### src/rtl/l2_neuron_feeder.sv
// Stream front-end for the pipelined neuron: packs samples into an N-lane vector,
// holds the weight/bias bank, tracks issued vectors through the neuron latency and buffers results.
module l2_neuron_feeder #(
  parameter int N         = 4,
  parameter int WIDTH     = 16,
  parameter int LAT       = 2,
  parameter int OUT_DEPTH = 4
) (
  input  logic                      clk,
  input  logic                      rst,
  input  logic                      s_valid,
  output logic                      s_ready,
  input  logic [WIDTH-1:0]          s_data,
  input  logic                      cfg_we,
  input  logic [$clog2(N+1)-1:0]    cfg_addr,
  input  logic [WIDTH-1:0]          cfg_wdata,
  output logic                      cfg_err,
  output logic [N*WIDTH-1:0]        nx_x,
  output logic [N*WIDTH-1:0]        nx_w,
  output logic [WIDTH-1:0]          nx_b,
  input  logic [WIDTH-1:0]          nx_y,
  output logic                      m_valid,
  input  logic                      m_ready,
  output logic [WIDTH-1:0]          m_data,
  output logic                      busy
);

  localparam int AW = $clog2(N + 1);
  localparam int CW = (N > 1) ? $clog2(N) : 1;
  localparam int PW = (OUT_DEPTH > 1) ? $clog2(OUT_DEPTH) : 1;
  localparam int KW = PW + 2;

  typedef enum logic {ST_FILL, ST_ISSUE} state_t;

  state_t           r_state;
  state_t           w_next_state;
  logic [CW-1:0]    r_elem_cnt;
  logic [WIDTH-1:0] r_x [N];
  logic [WIDTH-1:0] r_w [N];
  logic [WIDTH-1:0] r_b;
  logic [LAT-1:0]   r_tok;
  logic [WIDTH-1:0] r_mem [OUT_DEPTH];
  logic [PW-1:0]    r_wr_ptr;
  logic [PW-1:0]    r_rd_ptr;
  logic [PW:0]      r_fifo_cnt;
  logic             r_cfg_err;

  logic             w_accept;
  logic             w_last;
  logic             w_issue;
  logic             w_credit;
  logic             w_push;
  logic             w_pop;
  logic             w_cfg_hit;
  logic             w_cfg_ok;
  logic [KW-1:0]    w_inflight;

  // NOTE: sequential state uses non-blocking assignments so every register samples pre-edge values.
  always_ff @(posedge clk) begin
    if (rst) r_state <= ST_FILL;
    else     r_state <= w_next_state;
  end

  // NOTE: every always_comb output gets a default first so no path can infer a latch.
  always_comb begin
    w_next_state = r_state;
    case (r_state)
      ST_FILL:  if (w_accept && w_last) w_next_state = ST_ISSUE;
      ST_ISSUE: if (w_credit)           w_next_state = ST_FILL;
      default:                          w_next_state = ST_FILL;
    endcase
  end

  always_comb begin
    s_ready = 1'b0;
    w_issue = 1'b0;
    case (r_state)
      ST_FILL:  s_ready = !rst;
      ST_ISSUE: w_issue = w_credit;
      default:  s_ready = 1'b0;
    endcase
  end

  assign w_accept = s_valid && s_ready;
  assign w_last   = (r_elem_cnt == CW'(N - 1));

  // Credit counts results already buffered plus those still inside the neuron.
  always_comb begin
    w_inflight = '0;
    for (int i = 0; i < LAT; i++) w_inflight = w_inflight + KW'(r_tok[i]);
  end

  assign w_credit = (KW'(r_fifo_cnt) + w_inflight) < KW'(OUT_DEPTH);

  always_ff @(posedge clk) begin
    if (rst) begin
      r_elem_cnt <= '0;
      for (int k = 0; k < N; k++) r_x[k] <= '0;
    end else if (w_accept) begin
      r_elem_cnt <= w_last ? '0 : r_elem_cnt + 1'b1;
      for (int k = 0; k < N; k++)
        if (r_elem_cnt == CW'(k)) r_x[k] <= s_data;
    end
  end

  always_ff @(posedge clk) begin
    if (rst) begin
      r_tok <= '0;
    end else begin
      r_tok[0] <= w_issue;
      for (int i = 1; i < LAT; i++) r_tok[i] <= r_tok[i-1];
    end
  end

  assign w_push  = r_tok[LAT-1];
  assign w_pop   = m_valid && m_ready;
  assign m_valid = (r_fifo_cnt != '0);
  assign m_data  = r_mem[r_rd_ptr];

  // NOTE: FIFO storage is not reset; only pointers and count are, and they gate visibility of stale data.
  always_ff @(posedge clk) begin
    if (w_push) r_mem[r_wr_ptr] <= nx_y;
  end

  always_ff @(posedge clk) begin
    if (rst) begin
      r_wr_ptr   <= '0;
      r_rd_ptr   <= '0;
      r_fifo_cnt <= '0;
    end else begin
      if (w_push) r_wr_ptr <= r_wr_ptr + 1'b1;
      if (w_pop)  r_rd_ptr <= r_rd_ptr + 1'b1;
      case ({w_push, w_pop})
        2'b10:   r_fifo_cnt <= r_fifo_cnt + 1'b1;
        2'b01:   r_fifo_cnt <= r_fifo_cnt - 1'b1;
        default: r_fifo_cnt <= r_fifo_cnt;
      endcase
    end
  end

  assign busy = (r_state == ST_ISSUE) || (r_elem_cnt != '0) || (|r_tok) || (r_fifo_cnt != '0);

  assign w_cfg_hit = cfg_we && (cfg_addr <= AW'(N));
  assign w_cfg_ok  = w_cfg_hit && !busy;

  always_ff @(posedge clk) begin
    if (rst) begin
      r_b       <= '0;
      r_cfg_err <= 1'b0;
      for (int k = 0; k < N; k++) r_w[k] <= '0;
    end else begin
      r_cfg_err <= w_cfg_hit && busy;
      if (w_cfg_ok) begin
        if (cfg_addr == AW'(N)) r_b <= cfg_wdata;
        for (int k = 0; k < N; k++)
          if (cfg_addr == AW'(k)) r_w[k] <= cfg_wdata;
      end
    end
  end

  assign cfg_err = r_cfg_err;
  assign nx_b    = r_b;

  for (genvar g = 0; g < N; g++) begin : g_lane
    assign nx_x[g*WIDTH +: WIDTH] = r_x[g];
    assign nx_w[g*WIDTH +: WIDTH] = r_w[g];
  end

endmodule

### config.mk
export PLATFORM = sky130hd
export DESIGN_NAME = l2_neuron_feeder
export DESIGN_NICKNAME = d
export VERILOG_FILES = /design/src/rtl/l2_neuron_feeder.sv
export SDC_FILE = /design/constraint.sdc
export NUM_CORES = 1
export LEC_CHECK = 0
export ABC_CLOCK_PERIOD_IN_PS = 2600
export CAP_MARGIN = 15
export CORE_ASPECT_RATIO = 1.2
export CORE_MARGIN = 8
export CORE_UTILIZATION = 49
export DETAILED_ROUTE_END_ITERATION = 16
export PLACE_DENSITY = 0.85
export SYNTH_ARGS = -nofsm -noshare
export SYNTH_HDL_FRONTEND = slang
export SYNTH_SLANG_ARGS = --single-unit
### constraint.sdc
create_clock -name clk -period 2.6 [get_ports clk]
set_clock_uncertainty 0.1 [all_clocks]
set_input_delay 0.26 -clock clk [delete_from_list [all_inputs] [get_ports clk]]
set_output_delay 0.26 -clock clk [all_outputs]
set_load 0.01 [all_outputs]
# ---- Word level (Yosys, flattened, before mapping)
# Memory sizes are Yosys's and may differ from the RTL's. A register that Yosys moved wholly into a read port is not among the register bits.
# Index checks and enable logic that the tools add are counted.
dict set report totals {
  rom_bits 0
  mem_bits_rw 192
  memories 3
  regBits 29
  elab_cells 110
  inputBits 56
  output_inout_bits 164
  latch_bits 0
}
dict set report classes {
  eq_ne 9
  magnitude_cmp 2
  n_bitwise 9
  n_reduce_logical 19
  div 0
  multipliers 0
  shifts 0
  mux 52
  n_addsub 7
}
# name depth width rd rd_ports_with_merged_regs wr line_no
set memory_table {}
lappend memory_table {r_mem 4 16 1 1 1 42} ;# logic [WIDTH-1:0] r_mem [OUT_DEPTH];
lappend memory_table {r_w 4 16 4 0 4 39} ;# logic [WIDTH-1:0] r_w [N];
lappend memory_table {r_x 4 16 4 0 4 38} ;# logic [WIDTH-1:0] r_x [N];
# op n
set op_table {}
lappend op_table {{$mux 16} 8}
lappend op_table {{$mux 1} 39}
lappend op_table {{$or 1x1->1} 8}
lappend op_table {{$add 2x1->2 const B} 3}
lappend op_table {{$eq 2x2->1 const B} 3}
lappend op_table {{$eq 3x2->1 const B} 2}
lappend op_table {{$logic_and 1x1->1} 6}
lappend op_table {{$mux 2} 3}
lappend op_table {{$pmux 3 s2} 1}
lappend op_table {{$add 3x2->4} 1}
lappend op_table {{$eq 2x1->1 const B} 2}
lappend op_table {{$lt 4x3->1 const B} 1}
lappend op_table {{$reduce_bool 2->1} 2}
lappend op_table {{$reduce_or 2->1} 2}
lappend op_table {{$add 3x1->3 const B} 1}
lappend op_table {{$eq 3x1->1 const B} 1}
lappend op_table {{$eq 3x3->1 const B} 1}
lappend op_table {{$le 3x3->1 const B} 1}
lappend op_table {{$logic_not 3->1} 1}
lappend op_table {{$logic_or 1x1->1} 3}
lappend op_table {{$reduce_bool 3->1} 1}
lappend op_table {{$sub 3x1->3 const B} 1}
lappend op_table {{$add 1x1->2} 1}
lappend op_table {{$logic_not 1->1} 2}
lappend op_table {{other kinds (4)} 4}

# ---- Depth between registers and ports, before layout
# Gate-level depths: netlist of run 1.
dict set report logic_depth {
  depth_word 10
  ltp_mapped 8
  depth_no_buf 8
}

# ---- Worst setup path after synthesis of run 1
# No wires, ideal clock.
dict set report synth_timing {
  kind {reg-to-reg}
  startpoint {register r_elem_cnt[0]}
  endpoint {memory r_w[0][0], enable pin}
  arrival_time_ps 1891
  required_ps 2127
  stages_incl_launch_ff 7
  path_buffers 1
  synth_period_minus_slack_ps 2364
  path_slack_ps 236
  setup_time_ps 373
  path_cell_list {dfxtp_1 -> inv_1 -> ha_1 -> or4b_4 -> buf_6 -> nor2_1 -> a41o_1}
}
# element line_no
set synth_lines {}
lappend synth_lines {{from (decl)} 37} ;# logic [CW-1:0] r_elem_cnt;
lappend synth_lines {{from (signal assigned)} 100} ;# r_elem_cnt <= w_last ? '0 : r_elem_cnt + 1'b1;
lappend synth_lines {{to (decl)} 39}

==> flow_summary.ini, run 1 <==
[outcome]
status = finished clean

[clocking]
cts_buffer_depth = 3
root_buffer = clkbuf_16
cts-htree-levels = 1
cts_tree = yes
clk_pin_slew_ns = 0.07
cts_inserted_buffers = 22
cts_hold_buf = 0
cts_sinks = 223
clock_latency_ns = 0.50

[floorplanning]
die_area_mm2 = 0.0223
die_y_um = 162
io_pins = 220
start_util = 0.498
rows = 53
core_mm2 = 0.0174
die_w_um = 138

[critical_path]
reg2reg_slack_ns = 0.30
critPathMaxFanout = 16
reg2reg_depth = 7
worstPathRequired_ns = 2.24
cp.arrival_ns = 2.12
crit_type = reg2out
start_kind = flop
endpoint_kind = primary output

[sta]
tns_ns = 0
setup_ws_ns = 0.122
hold_violations = 0
finalCriticalPeriod_ns = 2.48
maxSlewHeadroom = 0.426
fin_crit_sh = 0.953
fmax_mhz = 404
rsz0062_at_grt = no
setup_viol = 0
report.final.slew_viol_count = 0
worst_pin_slew_ns = 0.861

[detailed_routing]
antenna_left = 0
dr.pass1.iters = 4
drt-wirelength-per-cell_um = 21.8
vias = 5187
drc_errors = 0
first_iter_violations = 286
totalWireLength_um = 21800
vias_per_cell = 5.18

[pwr]
power_leakage_nw = 4.29
ir_drop_v = 0.000513
power.density_mw_per_mm2 = 658

[logic_synthesis]
yosys_register_bits = 223
synth_nets = 597
synth_area_leaders = edfxtp_1 (66%), and2_1 (9.5%), dfxtp_1 (7.1%)
yosys_warnings = 0
syn_inst = 530
synth_top_area_cell = edfxtp_1
yosys.area.top_type_share = 0.664
syn_area_mm2 = 0.00868
syn_avg_cell_area_um2 = 16.4
synth_cell_type_count = 33
ys_seq_area_frac = 0.736

[cells_and_area]
nets = 833
layout.cells.non_filler = 1002
final_common_cell = clkdlybuf4s50_1
syn2layout_area_growth_pct = 37.0
final_area_mm2 = 0.0119
diodes = 0
drive_above_1_share = 0.104
fillCellCount = 1152
final_cell_mix = clkdlybuf4s50_1 (218), edfxtp_1 (192), and2_1 (132)

[global_routing]
grt_pass1_vias = 5718
grt_pass1_wl_um = 33200
grt_start_max_net_pins = 45
track_usage = 0.196
grt_overflow = 0
antenna_found_initial = 0

[place]
place_area_mm2 = 0.0112
dp_hpwl_um = 16000
post-place-cells = 961
gp_congestion = 0.838
portBuffers = 219
place_ws_ns = 0.243

[job]
maxCapViolations = 0

[hold_path]
min_path_type = in2reg
holdPathStages = 3
-- where the power goes --
part	internal, mW	switching (mW)
sequential	4.00	0.0475
clock	1.82	1.31
combinational	0.333	0.309
total	6.16	1.66
-- kinds of logic after synthesis --
group | count (synthesis) | synth area share
simple gates | 203 | 0.147
xor+xnor | 5 | 0.00504
fa+ha+maj | 11 | 0.0167
compound gates | 14 | 0.0124
buf+inv | 39 | 0.0195
mux | 35 | 0.0634
flops | 223 | 0.736
-- stage by stage --
step	utilization	total power [mW]	hold slack [ns]
6_report	0.682	7.83	0.303
5_1_grt	0.682	8.06	0.288
2_1_floorplan	-	4.33	0.259
3_5_place_dp	0.640	4.77	0.363
3_3_place_gp	0.640	4.75	0.360
4_1_cts	0.682	7.89	0.284
-- cell usage after synthesis --
master     number
mux2i_1        19
xor2_1          4
a211oi_1        1
buf_1           3
inv_1          13
o21bai_1        1
xnor2_1         1
dfxtp_1        31
clkbuf_1       20
nor4_4          1
ha_1           10
nor2b_1         2
o311ai_0        1
a21o_1          1
nand2b_1       35
nand2_1         2
and3_1          4
or4b_4          1
a41o_1          4
a2111oi_0       1
buf_6           3
edfxtp_1      192
o31ai_1         1
mux4_2         16
or3b_2          1
and2_1        132
o21ai_0         1
nor4_2          4
or3_1           2
or2_2           5
nor2_1         14
fa_1            1
a21oi_1         3
-- sequential cells by signal (all words and copies together), names as in the netlist, named ones only --
signal and count:
cfg_err 1, r_fifo_cnt 3, r_x 64, r_rd_ptr 2
nx_b 16, r_state 1, r_w 64, r_wr_ptr 2
r_tok 2, r_mem 64, r_elem_cnt 2
-- worst max-delay path, stage by stage (launching register included) --
cell and delay (ns):
dfxtp_1 0.32, buf_6 0.24, mux4_2 0.56, clkdlybuf4s50_1 0.49
-- routing by layer --
| metal | up-vias | part of all wire | track usage |
|---|---|---|---|
| met1 | 2511 | 0.35 | 0.221 |
| met2 | 259 | 0.49 | 0.328 |
| met5 | - | 0 | 0 |
| li1 | 2374 | - | - |
| met3 | 43 | 0.13 | 0.0822 |
| met4 | 0 | 0.024 | 0.0589 |
-- timing repair --
item	in CTS	in global routing
buffers inserted	1	0
setup endpoints to repair	2	0
resized for setup	3	0
-- path summary, 6_finish.rpt --
| path | startpoint | end |
|---|---|---|
| min | cfg_we | cfg_err |
| max | flop | m_data[9] |
| min reg2reg | nx_b[10] | nx_b[10] |
| max reg2reg | r_elem_cnt[0] | nx_b[6] |
-- cell type report --
class	count	area, um^2	area share
clock buffers	27	591	0.0497
multi-input cells	268	2130	0.179
inverters	13	48.8	0.00410
clock inverters	13	123	0.0103
well taps	220	275	0.0232
flip-flops and latches	223	6390	0.537
repair buffers	238	2340	0.197
No activity file was read; power rests on OpenSTA's default activity.
==> inputs of run 2 (changes only) <==
CAP_MARGIN = 20   (was 15)
==> results of run 2 <==
No change in the layout: final DEF, timing and power equal those of run 1.
